--- config.mk ---
export PLATFORM = sky130hd
export DESIGN_NAME = hawk_tbl_updt
export DESIGN_NICKNAME = d
export VERILOG_FILES = /design/src/rtl/hawk_tbl_updt.sv
export SDC_FILE = /design/constraint.sdc
export NUM_CORES = 1
export LEC_CHECK = 0
export CELL_PAD_IN_SITES_DETAIL_PLACEMENT = 2
export CELL_PAD_IN_SITES_GLOBAL_PLACEMENT = 2
export CORE_AREA = 8 8 326 328
export CTS_CLUSTER_DIAMETER = 40
export DETAILED_ROUTE_END_ITERATION = 12
export DIE_AREA = 0 0 334 336
export PLACE_DENSITY = 0.85
export SLEW_MARGIN = 20
export SYNTH_ARGS = -nofsm -noshare
export SYNTH_HDL_FRONTEND = slang
export SYNTH_SLANG_ARGS = --single-unit
export TNS_END_PERCENT = 10
--- constraint.sdc ---
create_clock -name clk_i -period 5.38 [get_ports clk_i]
set_input_delay 1.076 -clock clk_i [delete_from_list [all_inputs] [get_ports clk_i]]
set_output_delay 1.076 -clock clk_i [all_outputs]
set_load 0.05 [all_outputs]
--- src/rtl/hawk_tbl_updt.sv ---
// hawk_tbl_updt: commits an allocation as an ATT write then a list write over AXI, then advances the free-list head
module hawk_tbl_updt #(
  parameter logic [63:0] ATT_START = 64'h0,
  parameter logic [63:0] LIST_START = 64'h0,
  parameter logic [47:0] HPPA_BASE = 48'h0,
  parameter int LST_IDX_W = 32
) (
  input  logic                 clk_i,
  input  logic                 rst_ni,
  input  logic                 head_init_vld_i,
  input  logic [LST_IDX_W-1:0] head_init_i,
  input  logic                 req_vld_i,
  output logic                 req_rdy_o,
  input  logic [47:0]          hppa_i,
  input  logic [47:0]          ppa_i,
  input  logic [LST_IDX_W-1:0] next_head_i,
  output logic [LST_IDX_W-1:0] freeLstHead_o,
  output logic                 awvalid_o,
  input  logic                 awready_i,
  output logic [63:0]          awaddr_o,
  output logic [7:0]           awlen_o,
  output logic [2:0]           awsize_o,
  output logic [1:0]           awburst_o,
  output logic                 wvalid_o,
  input  logic                 wready_i,
  output logic [511:0]         wdata_o,
  output logic [63:0]          wstrb_o,
  output logic                 wlast_o,
  input  logic                 bvalid_i,
  input  logic [1:0]           bresp_i,
  output logic                 bready_o,
  output logic                 done_o,
  output logic                 err_o
);
  typedef enum logic [2:0] {IDLE, ATT_WR, ATT_B, LST_WR, LST_B, DONE} state_t;
  state_t r_state, w_nxt;
  logic [31:0] r_idx;
  logic [LST_IDX_W-1:0] r_next, r_hcap, r_head;
  logic r_awvalid, r_wvalid, r_bready, r_done, r_err;
  logic [63:0] r_awaddr, r_wstrb;
  logic [511:0] r_wdata;
  logic [63:0] w_off, w_hm1;
  logic w_acc, w_wr_done, w_b_ok, w_b_err, w_load;
  assign w_off = {16'b0, hppa_i} - {16'b0, HPPA_BASE};
  assign w_hm1 = 64'(r_hcap) - 64'd1;
  assign w_acc = req_vld_i && r_state == IDLE;
  assign w_wr_done = (!r_awvalid || awready_i) && (!r_wvalid || wready_i);
  assign w_b_ok = r_bready && bvalid_i && bresp_i == 2'b00;
  assign w_b_err = r_bready && bvalid_i && bresp_i != 2'b00;
  assign w_load = w_nxt != r_state && (w_nxt == ATT_WR || w_nxt == LST_WR);
  always_comb begin
    w_nxt = r_state;
    unique case (r_state)
      IDLE:    w_nxt = w_acc && r_head != '0 ? ATT_WR : IDLE;
      ATT_WR:  w_nxt = w_wr_done ? ATT_B : ATT_WR;
      ATT_B:   w_nxt = w_b_ok ? LST_WR : w_b_err ? IDLE : ATT_B;
      LST_WR:  w_nxt = w_wr_done ? LST_B : LST_WR;
      LST_B:   w_nxt = w_b_ok ? DONE : w_b_err ? IDLE : LST_B;
      DONE:    w_nxt = IDLE;
      default: w_nxt = IDLE;
    endcase
  end
  always_ff @(posedge clk_i or negedge rst_ni)
    if (!rst_ni) r_state <= IDLE;
    else r_state <= w_nxt;
  always_ff @(posedge clk_i or negedge rst_ni) begin
    if (!rst_ni) begin
      r_idx <= '0;
      r_next <= '0;
      r_hcap <= '0;
      r_head <= '0;
      r_awvalid <= 1'b0;
      r_wvalid <= 1'b0;
      r_bready <= 1'b0;
      r_done <= 1'b0;
      r_err <= 1'b0;
      r_awaddr <= '0;
      r_wstrb <= '0;
      r_wdata <= '0;
    end else begin
      r_done <= r_state == LST_B && w_b_ok;
      r_err <= (w_acc && r_head == '0) || w_b_err;
      r_bready <= w_nxt == ATT_B || w_nxt == LST_B;
      r_awvalid <= w_load || (r_awvalid && !awready_i);
      r_wvalid <= w_load || (r_wvalid && !wready_i);
      r_head <= head_init_vld_i ? head_init_i : r_state == LST_B && w_b_ok ? r_next : r_head;
      if (w_acc) begin
        r_idx <= w_off[31:0];
        r_next <= next_head_i;
        r_hcap <= r_head;
      end
      if (w_load) begin
        r_awaddr <= r_state == IDLE ? ATT_START + ((w_off >> 3) << 6) : LIST_START + ((w_hm1 >> 2) << 6);
        r_wstrb <= r_state == IDLE ? 64'hFF << {w_off[2:0], 3'b0} : 64'hFFFF << {w_hm1[1:0], 4'b0};
        r_wdata <= r_state == IDLE ? {448'b0, 2'b01, 14'b0, ppa_i} << {w_off[2:0], 6'b0}
                                   : {384'b0, 32'b0, r_idx, 64'b0} << {w_hm1[1:0], 7'b0};
      end
    end
  end
  assign req_rdy_o = r_state == IDLE;
  assign freeLstHead_o = r_head;
  assign awvalid_o = r_awvalid;
  assign awaddr_o = r_awaddr;
  assign awlen_o = 8'd0;
  assign awsize_o = 3'd6;
  assign awburst_o = 2'b01;
  assign wvalid_o = r_wvalid;
  assign wdata_o = r_wdata;
  assign wstrb_o = r_wstrb;
  assign wlast_o = 1'b1;
  assign bready_o = r_bready;
  assign done_o = r_done;
  assign err_o = r_err;
endmodule

==> flow_summary.ini, run 1 <==
[yosys]
async_flop_share_pct = 100.0
yosys.area_share.simple_pct = 12.72
synth_xor_area_share_pct = 0.3947
synth_compound_area_share_pct = 13.08
synthMuxAreaShare_pct = 8.674
synthAdderAreaFrac_pct = 0.1880
synth_top_family_by_area = compound AO/OA/AOI/OAI gates
synthFlopType = dfrtp_1
ys_types = 52
synth_area_per_cell_um2 = 10.37
yosys_warnings = 0
synth-seq-cells = 582
synth_edf_count = 0
syn_inst = 2568
syn_area_mm2 = 0.02663
synth_seq_area_share_pct = 54.69

[route]
dr.first_iter.drc_count = 1359
ant_nets = 0
wire_per_inst_um = 29.64
viasPerCell = 5.089
firstDrtPassIters = 5
routed_wl_um = 135000
drc = 0
vias = 23170

[clocking]
postCtsHoldBufs = 0
htreeDepth = 3
postCtsResizedCells = 0
post-cts-setup-buffers = 0
root_buffer = clkbuf_16
clock_path_buffers = 3
clk_pin_slew_ns = 0.05
clk_latency_ns = 0.67
clock_sinks = 582
numCtsBuffers = 110
cts_tree = built

[timing]
min_period_ns = 4.300
finalCritPeriodShare_pct = 79.92
finClkSkew_ns = 0.03533
tightestPinTransition_ns = 1.096
rsz0062_at_grt = no
clock.fmax_ghz = 0.2326
tns_ns = 0
slew_viol_final = 0
max_slew_margin_pct = 26.96
hold_viol = 0
finalSetupViolCount = 0

[global_routing]
grt.busiest_layer = met2
met1_usage_pct = 26.51
antenna_found_initial = 11
grtUsageTotal_pct = 23.11
grt.met2_usage_pct = 40.08
overflow = 0
grt_max_degree = 167
grt_pass1_vias = 26600
grt_pass1_wl_um = 194400
grt_use_met3_pct = 6.458

[die]
rows = 117
die-area_mm2 = 0.1122
die_h_um = 336
ioPinCount = 861
start_util_pct = 26.36
fp.dieW_um = 334
core_mm2 = 0.1010

[power]
irDropWorstVdd_mv = 0.2580
p_leak_nw = 16.67
powerDensity_mw_per_mm2 = 683.2

[place]
dpl.hpwl_um = 90590
gp_congestion = 0.7831
io_buffers = 720
numPlacedInstances = 4341

[worst_setup_path]
crit_type = flop to output port
cp.required_ns = 4.30
cp-end-kind = output port
cp_max_fo = 44
critPathArrivalTime_ns = 3.22
startpoint_type = flop

[final_layout]
area_growth_pct = 43.29
stdcell_count = 4554
seqCellArea_mm2 = 0.01456
multiInputGateArea_mm2 = 0.009981
nets = 3317
most-common-layout-cells = clkdlybuf4s50_1, dfrtp_1, nand2_1, a22o_1, o21ai_0
mostFrequentLayoutCell = clkdlybuf4s50_1
fillers = 10570
drive_above_1_share_pct = 13.37

[worst_hold_path]
min-delay-path-class = input port to asynchronous set/reset pin

[run]
cap_violations = 0

[outcome]
status = complete, no violations
-- flip-flops by register name (all words and copies together) (netlist names), 3 cells and up --
name           count
wdata_o          392
awaddr_o          46
r_state            3
r_next            32
wstrb_o            8
freeLstHead_o     32
r_hcap            32
r_idx             32
-- cells in the mapped netlist, types with 2 or more instances --
library cell,count,area share (%)
nand3_1,169,3.2
inv_1,25,0.35
buf_6,13,0.55
o31ai_1,13,0.37
a21o_1,2,0.056
nor4_1,16,0.38
o21ai_0,212,4.0
or3_1,8,0.19
xor2_1,10,0.33
nor2_1,33,0.47
conb_1,2,0.028
mux2i_1,53,2.0
nor3_1,14,0.26
nand4_1,7,0.16
nor4_2,2,0.094
or2_2,2,0.047
nor3b_1,2,0.056
nand4b_1,2,0.066
and3_1,3,0.070
buf_2,27,0.51
a31oi_1,12,0.28
dfrtp_1,582,55
nand3b_1,5,0.14
and4_1,2,0.066
clkbuf_1,142,2.0
buf_1,40,0.56
xnor2_1,2,0.066
o31a_1,4,0.13
buf_4,221,6.2
and2_1,2,0.047
mux2_2,158,6.7
a22o_1,225,7.4
or4_1,8,0.23
ha_1,4,0.19
nand2_1,501,7.1
nand2b_1,4,0.094
a21oi_1,26,0.49
-- layout make-up --
| cell class | instances | area share, % |
|---|---|---|
| Antenna cell | 7 | 0.04591 |
| Clock buffer | 137 | 8.070 |
| Clock inverter | 69 | 2.692 |
| Inverter | 26 | 0.2558 |
| Multi-Input combinational cell | 1655 | 26.16 |
| Sequential cell | 582 | 38.17 |
| Tap cell | 1309 | 4.293 |
| Timing Repair Buffer | 769 | 20.31 |
-- worst max-delay path, cell delays in order (launching register included) --
cell	delay (ns)
dfrtp_1	0.48
or3_2	0.50
buf_4	0.29
inv_2	0.37
clkdlybuf4s50_1	0.90
-- path summary, 6_finish.rpt --
path / start / endpoint / slack [ns] / cells after the start
worst min register to register: r_next[5] / r_next[5] / 0.48 / 2
min in group clk_i: r_next[5] / r_next[5] / 0.48 / 2
worst max-delay path: r_state[0] / req_rdy_o / 1.08 / 4
worst max register to register: freeLstHead_o[17] / wdata_o[417] / 1.57 / 7
max in group asynchronous: rst_ni / wdata_o[405] / 3.64 / 2
worst min-delay path: rst_ni / r_next[27] / 0.44 / 1
-- stage by stage --
step                      hold slack [ns]  power, mW  instance area [um2]  util (%)  setup WS, ns
after floorplan                    0.4454      13.93                27150         -         2.339
after global placement             0.4581      17.93                34030     33.69         1.626
after detailed placement           0.4669      18.31                34030     33.69         1.573
after CTS                          0.4793      26.33                38140     37.76        0.9677
after global routing               0.4624      27.02                38140     37.76        0.9382
final                              0.4385      26.07                38150     37.77         1.080
-- cell families after synthesis --
logic type               after synthesis
buffers and inverters                469
flip-flops                           582
multiplexers                         211
AO/OA/AOI/OAI                        505
adder cells (fa/ha/maj)                4
XOR/XNOR                              12
AND/OR/NAND/NOR                      783
other                                  2
-- per-layer routing --
metal	vias to the layer above	wire, um
met1	12160	52300
met4	4	6568
met3	332	9290
li1	9697	-
met5	-	27
met2	978	66770
-- power breakdown --
part           total [mW]  leakage (nW)  switching (mW)  internal [mW]
combinational        11.5          6.90            7.99           3.48
sequential           6.89          7.79            1.29           5.60
clock                7.71          1.98            2.59           5.13
total                26.1          16.7            11.9           14.2
Power figures use the tool's default switching activity.
==> run 2, diff against run 1 <==
- CORE_AREA: 8 8 326 328 -> not set
- CORE_ASPECT_RATIO: not set -> 0.8
- CORE_MARGIN: not set -> 8
- CORE_UTILIZATION: not set -> 26
- DIE_AREA: 0 0 334 336 -> not set
- PLACE_DENSITY: 0.85 -> 0.87
- clock period: 5.38 -> 3.5 ns (I/O delays scaled with it)
==> run 2 against run 1 <==
Effect of this change:
- count of clock-buffer cells in the layout down 14
- core utilization down 0.24 points
- global-route usage up 0.33 points
- first-iteration DRC count down 2.9%
- largest cell class unchanged
- final area up 0.42%
==> flow_summary.ini, run 2 (synthesis gave the netlist of run 1 again) <==
[final_layout]
mostFrequentLayoutCell = clkdlybuf4s50_1
nets = 3361
fillers = 10720
drive_above_1_share_pct = 14.45
utilization_pct = 37.53
largest_register_ffs = 392
most-common-layout-cells = clkdlybuf4s50_1, dfrtp_1, nand2_1, a22o_1, o21ai_0
area_growth_pct = 43.89

[clocking]
post-cts-setup-buffers = 0
clock_sinks = 582
clk_latency_ns = 0.67
htreeDepth = 3
clk_pin_slew_ns = 0.05
postCtsHoldBufs = 0
postCtsResizedCells = 0
root_buffer = clkbuf_16
numCtsBuffers = 103
cts_tree = built
clock_path_buffers = 3

[worst_setup_path]
startpoint_type = flop
critPathArrivalTime_ns = 2.49
crit_type = flop to output port
cp.required_ns = 2.80
cp-end-kind = output port
cp_max_fo = 14

[power]
total_power_mw = 39.13
netSwitchingPower_mw = 18.22
irDropWorstVdd_mv = 0.4369
power_frac_clock_pct = 26.9
p_seq_share_pct = 27.4
p_leak_nw = 16.73
switching_share_pct = 46.58
internal_power_mw = 20.90
powerDensity_mw_per_mm2 = 1021
p_comb_share_pct = 45.8

[die]
die-area_mm2 = 0.1130
rows = 105
ioPinCount = 861
die_h_um = 302.2
core_mm2 = 0.1021
start_util_pct = 26.09
fp.dieW_um = 373.8

[timing]
hold_viol = 0
tightestPinTransition_ns = 1.037
min_period_ns = 3.186
finalCritPeriodShare_pct = 91.03
rsz0062_at_grt = no
finalSetupViolCount = 0
clock.fmax_ghz = 0.3139
max_slew_margin_pct = 30.89
slew_viol_final = 0
finClkSkew_ns = 0.02540

[worst_hold_path]
min-delay-path-class = input port to asynchronous set/reset pin

[place]
io_buffers = 720
gp_congestion = 0.7872
dpl.hpwl_um = 96910

[outcome]
status = complete, no violations

[run]
cap_violations = 0

[global_routing]
grtUsageTotal_pct = 23.44
antenna_found_initial = 7
grt_pass1_wl_um = 197700
overflow = 0
grt_max_degree = 114
grt_pass1_vias = 26830

[route]
firstDrtPassIters = 5
ant_nets = 0
drc = 0
wire_per_inst_um = 29.74
viasPerCell = 5.065
routed_wl_um = 137300
dr.first_iter.drc_count = 1320
vias = 23380
-- run 2: cell types whose count changed in the layout (fill, tap and decap cells not counted), moves of 2 or more --
cell,change
buf_4,+32
buf_12,+20
bufinv_16,-11
clkbuf_16,-9
clkinv_4,+7
clkinvlp_4,+6
inv_6,-4
clkbuf_1,-3
clkbuf_8,-2
diode_2,-2
-- run 2: final timing paths --
check | start | end | slack [ns] | depth (start not counted)
min in group clk_i | r_next[24] | r_next[24] | 0.48 | 2
min | rst_ni | r_hcap[19] | 0.1 | 1
max | r_state[0] | req_rdy_o | 0.31 | 4
max in group asynchronous | rst_ni | wdata_o[84] | 2.39 | 2
max reg2reg | freeLstHead_o[2] | wdata_o[396] | 0.41 | 7
min reg2reg | r_next[24] | r_next[24] | 0.48 | 2
-- run 2: stage by stage --
step	hold WS [ns]	std cells	setup slack, ns	setup TNS, ns	cell area (um2)
6_report	0.09864	4616	0.3138	0	38310
5_1_grt	0.09166	4611	0.1840	0	38300
3_5_place_dp	0.4667	4420	-0.06239	-1.677	34700
3_3_place_gp	0.4575	4420	-0.07084	-2.460	34700
4_1_cts	0.07333	4611	0.2315	0	38300
2_1_floorplan	0.4044	2706	0.8352	0	27150
-- run 2: power groups by stage --
stage / sequential (mW) / combinational [mW] / clock [mW]
2_1_floorplan: 14.5 / 6.90 / 0
3_3_place_gp: 10.6 / 17.4 / 0
3_5_place_dp: 10.7 / 17.9 / 0
4_1_cts: 10.7 / 18.1 / 10.7
5_1_grt: 10.9 / 18.7 / 11.0
6_report: 10.7 / 17.9 / 10.5
-- run 2: area by class of cell --
cell class / count / area, um2 / share of cell area [%]
sequential: 582 / 14560 / 38.01
multi-input combinational: 1655 / 9981 / 26.05
timing repair buffer: 820 / 8381 / 21.87
clock buffer: 123 / 2815 / 7.348
tap: 1337 / 1673 / 4.366
clock inverter: 68 / 790.8 / 2.064
inverter: 26 / 97.59 / 0.2547
antenna: 5 / 12.51 / 0.03266
-- run 2: worst max-delay path, stage by stage, from the launching register on --
cell and delay, ns:
dfrtp_1 0.48, or3_2 0.72, inv_2 0.18, buf_4 0.25, buf_12 0.17
-- run 2: layer usage --
layer	vias to the layer above	global-route usage (%)	share of wire, %
met2	935	39.97	49
met5	-	0	0.033
met3	254	7.511	7.4
met4	6	8.277	3.7
li1	9796	-	-
met1	12390	27.82	40
